## config.mk

```make
export PLATFORM = sky130hd
export DESIGN_NAME = password_entry
export DESIGN_NICKNAME = d
export VERILOG_FILES = /design/src/rtl/password_entry.sv
export SDC_FILE = /design/constraint.sdc
export NUM_CORES = 1
export LEC_CHECK = 0
export ABC_AREA = 1
export CAP_MARGIN = 20
export CORE_AREA = 3 3 155 142
export DETAILED_ROUTE_END_ITERATION = 8
export DIE_AREA = 0 0 158 145
export MAX_ROUTING_LAYER = met4
export PLACE_DENSITY = 0.56
export SYNTH_ARGS = -nofsm -noshare
export SYNTH_HDL_FRONTEND = slang
export SYNTH_SLANG_ARGS = --single-unit
```

## constraint.sdc

```tcl
create_clock -name clk_i -period 1.95 [get_ports clk_i]
set_input_delay 0.39 -clock clk_i [delete_from_list [all_inputs] [get_ports clk_i]]
set_output_delay 0.39 -clock clk_i [all_outputs]
set_load 0.02 [all_outputs]
```

## src/rtl/password_entry.sv

```systemverilog
// Keypad front end for the lock controller: debounces four active-low keys and
// runs the digit entry FSM that feeds the 7-segment display and the mode controller.
module password_entry #(
  parameter int DIGITS          = 6,
  parameter int DEBOUNCE_CYCLES = 250000,
  parameter bit MASK            = 1'b0
) (
  input  logic                  clk_i,
  input  logic                  rst_ni,
  input  logic                  restart_i,
  input  logic [3:0]            switches_i,
  input  logic [3:0]            buttons_i,
  output logic [6:0]            seg_o,
  output logic [2:0]            pos_o,
  output logic                  seg_valid_o,
  output logic                  done_o,
  output logic [4*DIGITS-1:0]   code_o,
  output logic [3:0]            len_o,
  output logic                  err_o
);

  localparam int             CW       = $clog2(DEBOUNCE_CYCLES + 1);
  localparam logic [CW-1:0]  CNT_LAST = CW'(DEBOUNCE_CYCLES - 1);
  localparam logic [3:0]     LEN_MAX  = 4'(DIGITS);
  localparam logic [2:0]     POS_LAST = 3'(DIGITS - 1);
  localparam logic [6:0]     SEG_BLANK = 7'h7F;

  typedef enum logic [1:0] {ENTRY, WIPE, SUBMIT, HOLD} state_t;

  // Patterns are written a..g left to right; seg_o[0] carries segment a.
  function automatic logic [6:0] to_port(input logic [6:0] abcdefg);
    logic [6:0] r;
    for (int i = 0; i < 7; i++) r[i] = abcdefg[6-i];
    return r;
  endfunction

  function automatic logic [6:0] numeral(input logic [3:0] d);
    case (d)
      4'd0:    return to_port(7'b0000001);
      4'd1:    return to_port(7'b1001111);
      4'd2:    return to_port(7'b0010010);
      4'd3:    return to_port(7'b0000110);
      4'd4:    return to_port(7'b1001100);
      4'd5:    return to_port(7'b0100100);
      4'd6:    return to_port(7'b0100000);
      4'd7:    return to_port(7'b0001111);
      4'd8:    return to_port(7'b0000000);
      4'd9:    return to_port(7'b0000100);
      default: return SEG_BLANK;
    endcase
  endfunction

  logic [3:0] sync1_q, sync2_q, press;

  always_ff @(posedge clk_i or negedge rst_ni) begin
    if (!rst_ni) begin
      sync1_q <= 4'hF;
      sync2_q <= 4'hF;
    end else begin
      sync1_q <= buttons_i;
      sync2_q <= sync1_q;
    end
  end

  // The press pulse fires on the same cycle the accepted level rises.
  for (genvar k = 0; k < 4; k++) begin : g_key
    logic          smp;
    logic          lvl_q;
    logic [CW-1:0] cnt_q;

    assign smp      = ~sync2_q[k];
    assign press[k] = smp && !lvl_q && (cnt_q == CNT_LAST);

    always_ff @(posedge clk_i or negedge rst_ni) begin
      if (!rst_ni) begin
        lvl_q <= 1'b0;
        cnt_q <= '0;
      end else if (smp == lvl_q) begin
        cnt_q <= '0;
      end else if (cnt_q == CNT_LAST) begin
        lvl_q <= smp;
        cnt_q <= '0;
      end else begin
        cnt_q <= cnt_q + 1'b1;
      end
    end
  end

  logic act_clr, act_sub, act_bsp, act_ent;
  assign act_clr = press[3];
  assign act_sub = press[2] & ~press[3];
  assign act_bsp = press[1] & ~|press[3:2];
  assign act_ent = press[0] & ~|press[3:1];

  state_t              state_q, state_d;
  logic [4*DIGITS-1:0] buf_q, buf_d;
  logic [3:0]          len_q, len_d;
  logic [2:0]          wpos_q, wpos_d, pos_q, pos_d;
  logic [6:0]          seg_q, seg_d;
  logic                segv_q, segv_d, done_q, done_d, err_q, err_d;

  always_ff @(posedge clk_i or negedge rst_ni) begin
    if (!rst_ni) state_q <= ENTRY;
    else         state_q <= state_d;
  end

  always_comb begin
    state_d = state_q;
    if (restart_i) begin
      state_d = WIPE;
    end else begin
      case (state_q)
        ENTRY:   if (act_clr) state_d = WIPE;
                 else if (act_sub && len_q != 4'd0) state_d = SUBMIT;
        WIPE:    if (wpos_q == POS_LAST) state_d = ENTRY;
        SUBMIT:  state_d = HOLD;
        HOLD:    state_d = HOLD;
        default: state_d = ENTRY;
      endcase
    end
  end

  always_comb begin
    buf_d  = buf_q;
    len_d  = len_q;
    wpos_d = wpos_q;
    seg_d  = seg_q;
    pos_d  = pos_q;
    segv_d = 1'b0;
    done_d = 1'b0;
    err_d  = 1'b0;
    if (restart_i) begin
      buf_d  = '0;
      len_d  = 4'd0;
      wpos_d = 3'd0;
    end else begin
      case (state_q)
        ENTRY: begin
          if (act_clr) begin
            buf_d  = '0;
            len_d  = 4'd0;
            wpos_d = 3'd0;
          end else if (act_sub) begin
            err_d = (len_q == 4'd0);
          end else if (act_bsp) begin
            if (len_q == 4'd0) begin
              err_d = 1'b1;
            end else begin
              len_d = len_q - 4'd1;
              for (int i = 0; i < DIGITS; i++)
                if (i == int'(len_d)) buf_d[4*i +: 4] = 4'h0;
              seg_d  = SEG_BLANK;
              pos_d  = len_d[2:0];
              segv_d = 1'b1;
            end
          end else if (act_ent) begin
            if (switches_i > 4'd9 || len_q == LEN_MAX) begin
              err_d = 1'b1;
            end else begin
              for (int i = 0; i < DIGITS; i++)
                if (i == int'(len_q)) buf_d[4*i +: 4] = switches_i;
              seg_d  = MASK ? to_port(7'b1111110) : numeral(switches_i);
              pos_d  = len_q[2:0];
              segv_d = 1'b1;
              len_d  = len_q + 4'd1;
            end
          end
        end
        WIPE: begin
          seg_d  = SEG_BLANK;
          pos_d  = wpos_q;
          segv_d = 1'b1;
          wpos_d = wpos_q + 3'd1;
        end
        SUBMIT:  done_d = 1'b1;
        default: ;
      endcase
    end
  end

  always_ff @(posedge clk_i or negedge rst_ni) begin
    if (!rst_ni) begin
      buf_q  <= '0;
      len_q  <= 4'd0;
      wpos_q <= 3'd0;
      seg_q  <= SEG_BLANK;
      pos_q  <= 3'd0;
      segv_q <= 1'b0;
      done_q <= 1'b0;
      err_q  <= 1'b0;
    end else begin
      buf_q  <= buf_d;
      len_q  <= len_d;
      wpos_q <= wpos_d;
      seg_q  <= seg_d;
      pos_q  <= pos_d;
      segv_q <= segv_d;
      done_q <= done_d;
      err_q  <= err_d;
    end
  end

  assign seg_o       = seg_q;
  assign pos_o       = pos_q;
  assign seg_valid_o = segv_q;
  assign done_o      = done_q;
  assign code_o      = buf_q;
  assign len_o       = len_q;
  assign err_o       = err_q;

endmodule

```

==> results.json <==
{
  "syn_inst": 881,
  "worst_slack_ps": -98.1,
  "skew_ps": 11.3,
  "synth_fp_nets": 913,
  "drt_wl_total_um": 17900,
  "critPathArrivalTime_ps": 2360,
  "gp_congestion": 0.847,
  "synth_edf_count": 0,
  "clk_latency_ps": 420,
  "cts_tree": "yes",
  "p_leak_uw": 0.00510,
  "ant_nets": 0,
  "relSlewSlack_pct": 73.7,
  "power_uw": 7960,
  "async_flop_share_pct": 100,
  "n_antenna_cell": 0,
  "path_class": "flip-flop to flip-flop",
  "io_pins": 52,
  "r2r_setup_slack_ps": -100,
  "worstPathRequired_ps": 2260,
  "crit_fanout": 8,
  "antenna_found_initial": 0,
  "worstReg2RegEnd": "code_o[13]",
  "grt_pass1_wl_um": 30000,
  "die_w_um": 158,
  "cts-root-buf": "clkbuf_16",
  "min_path_type": "flip-flop to flip-flop",
  "via_per_inst": 4.68,
  "whs_ps": 349,
  "rsz0062_at_grt": "yes",
  "synth_flop_cell": "dfrtp_1",
  "portBuffers": 51,
  "synth_area_leaders": "dfrtp_1, nand2_1, nor2_1",
  "clock_path_buffers": 2,
  "syn-cell-area_um2": 7150,
  "syn_to_final_growth_pct": 46.8,
  "clk_pin_slew_ps": 60,
  "timing.rr.start": "g_key[2].cnt_q[5]",
  "dp.cells": 1332,
  "startpoint": "g_key[2].cnt_q[5]",
  "drive_gt1_share_pct": 33.7,
  "cts_buffers": 17,
  "p_per_area_nw_per_um2": 758,
  "drtPass1Iterations": 5,
  "clock-sinks": 130,
  "overflow": 0,
  "max_slew.worst_pin.slew_ps": 394,
  "syn_avg_cell_area_um2": 8.11,
  "violations": "negative setup slack",
  "yosysUniqueCellTypes": 44,
  "row_count": 50,
  "cts_max_level": 4,
  "cp-start-kind": "flip-flop",
  "min_period_ps": 2050,
  "worstSetupEndpointType": "flip-flop",
  "fin_cells": 1389,
  "setup_viol": 38,
  "hpwl_um": 12700,
  "status": "complete, but fails checks",
  "critPathCapture": "code_o[13]",
  "route.detailed.drc": 0,
  "period_share_pct": 105,
  "ys_seq_elements": 130,
  "hold_viol_final": 0,
  "fin_nets": 1149,
  "maxCapViolCount": 0,
  "worstRegToRegCells": 12,
  "synth_top_cell_by_area": "dfrtp_1",
  "peakVddDrop_mv": 0.442,
  "wl_per_cell_um": 12.9,
  "die_y_um": 145,
  "grt_max_degree": 41,
  "fp.dieArea_um2": 22900,
  "start_util_pct": 34.7,
  "grt_pass1_vias": 6284,
  "ys_seq_area_share_pct": 45.8,
  "grt_usage_pct": 16.3,
  "slew_viol_final": 0,
  "coreArea_um2": 20600,
  "drtIter0Drc": 270,
  "fmax_mhz": 488,
  "synth_warnings": 0,
  "vias": 6503,
  "synth_top_area_share_pct": 40.3
}
==> cells in the final DEF (no fill, tap or decap), types with 10 or more instances in the layout <==
cell type	instances
a21oi_1	24
buf_4	157
buf_6	12
clkbuf_16	17
clkdlybuf4s50_1	39
dfrtp_1	114
dfstp_2	15
ha_1	14
inv_1	90
inv_2	11
nand2_1	169
nand2_2	27
nand2_4	10
nand3_1	67
nand3_2	20
nand3_4	11
nand4_1	19
nor2_1	97
nor2_2	24
nor2_4	19
nor3_1	16
o21ai_0	20
xor2_1	23
==> cells in the mapped netlist, types with 4 or more instances <==
cell / number
nand4_1: 19
xor2_1: 23
a21oi_1: 26
nor3_1: 23
nor2_2: 8
nor3b_1: 7
dfrtp_1: 115
nand3_2: 11
nand2_2: 10
a31oi_1: 8
and3_1: 7
nor2_4: 9
nand3b_1: 4
dfstp_2: 15
nand3_1: 85
o21ai_0: 28
inv_2: 6
xnor2_1: 4
nor2_1: 123
ha_1: 21
nand2_1: 194
inv_1: 96
==> worst min path at each step <==
stage                     startpoint                 end  cells past startpoint  slack (ps)
after global routing      sync1_q[3]          sync2_q[3]                      0         360
after detailed placement      rst_ni  g_key[0].cnt_q[15]                      1         330
after CTS                 sync1_q[3]          sync2_q[3]                      0         350
after floorplan               rst_ni           code_o[0]                      0          90
final                     sync1_q[3]          sync2_q[3]                      0         350
after global placement        rst_ni  g_key[0].cnt_q[11]                      1         330
==> registers in the layout (all words and copies together), names as in the netlist <==
register     flops
g_key.lvl_q      4
err_o            1
seg_valid_o      1
len_o            4
wpos_q           3
pos_o            3
g_key.cnt_q     72
seg_o            7
done_o           1
sync2_q          4
sync1_q          4
code_o          24
state_q          2
==> power breakdown <==
group / internal, uW / switching [uW]
Sequential: 2960 / 156
Clock: 1920 / 1160
Combinational: 734 / 1020
Total: 5620 / 2340
==> metrics by stage <==
stage | setup slack (ps) | setup TNS, ps | utilization (%) | area (um^2)
floorplan | 68.1 | 0 | - | 7150
global placement | -408 | -14360 | 44.0 | 9060
detailed placement | -460 | -16010 | 44.0 | 9060
CTS | -105 | -2200 | 47.9 | 9860
global route | -261 | -7960 | 51.0 | 10500
finish | -98.1 | -2100 | 51.0 | 10500
==> critical path: stages (launching register included) <==
cell	delay, ps
dfrtp_1	380
nor2_1	180
nand3_1	110
nor2_2	110
nand4_1	210
buf_4	230
nand4_1	110
nand3_4	110
nand2_4	140
buf_12	150
clkinv_8	70
nand3_1	80
nand2_1	60
==> metal layers <==
metal  vias to the layer above  wire length (um)  track usage [%]
met5                         -                 0                -
li1                       3331                 -                -
met4                         0               140             3.83
met2                        87              8350             24.3
met1                      3073              8840             22.8
met3                        12               585             3.43
==> logic make-up (layout without fill, tap and decap cells) <==
family / Yosys count / after routing / synth area share, %
compound gates: 72 / 72 / 5.55
fa+ha+maj: 21 / 21 / 3.68
xor+xnor: 27 / 27 / 3.31
simple gates: 514 / 515 / 34.8
buf+inv: 117 / 364 / 6.90
flops: 130 / 130 / 45.8
==> area by class of cell <==
class	instances	area [um^2]
Multi-Input combinational cell	635	3940
Fill cell	1963	10100
Timing Repair inverter	2	27.5
Clock buffer	20	457
Tap cell	260	325
Inverter	105	418
Timing Repair Buffer	226	1940
Sequential cell	130	3270
Clock inverter	11	113
==> what timing repair did <==
action,in CTS,in global routing
setup buffers,11,11
gates cloned,1,3
pin swaps,22,89
hold endpoints to repair,31,0
hold buffers,1,0
setup endpoints to repair,49,58
resized for setup,42,138
No activity file was read; power rests on OpenSTA's default activity.
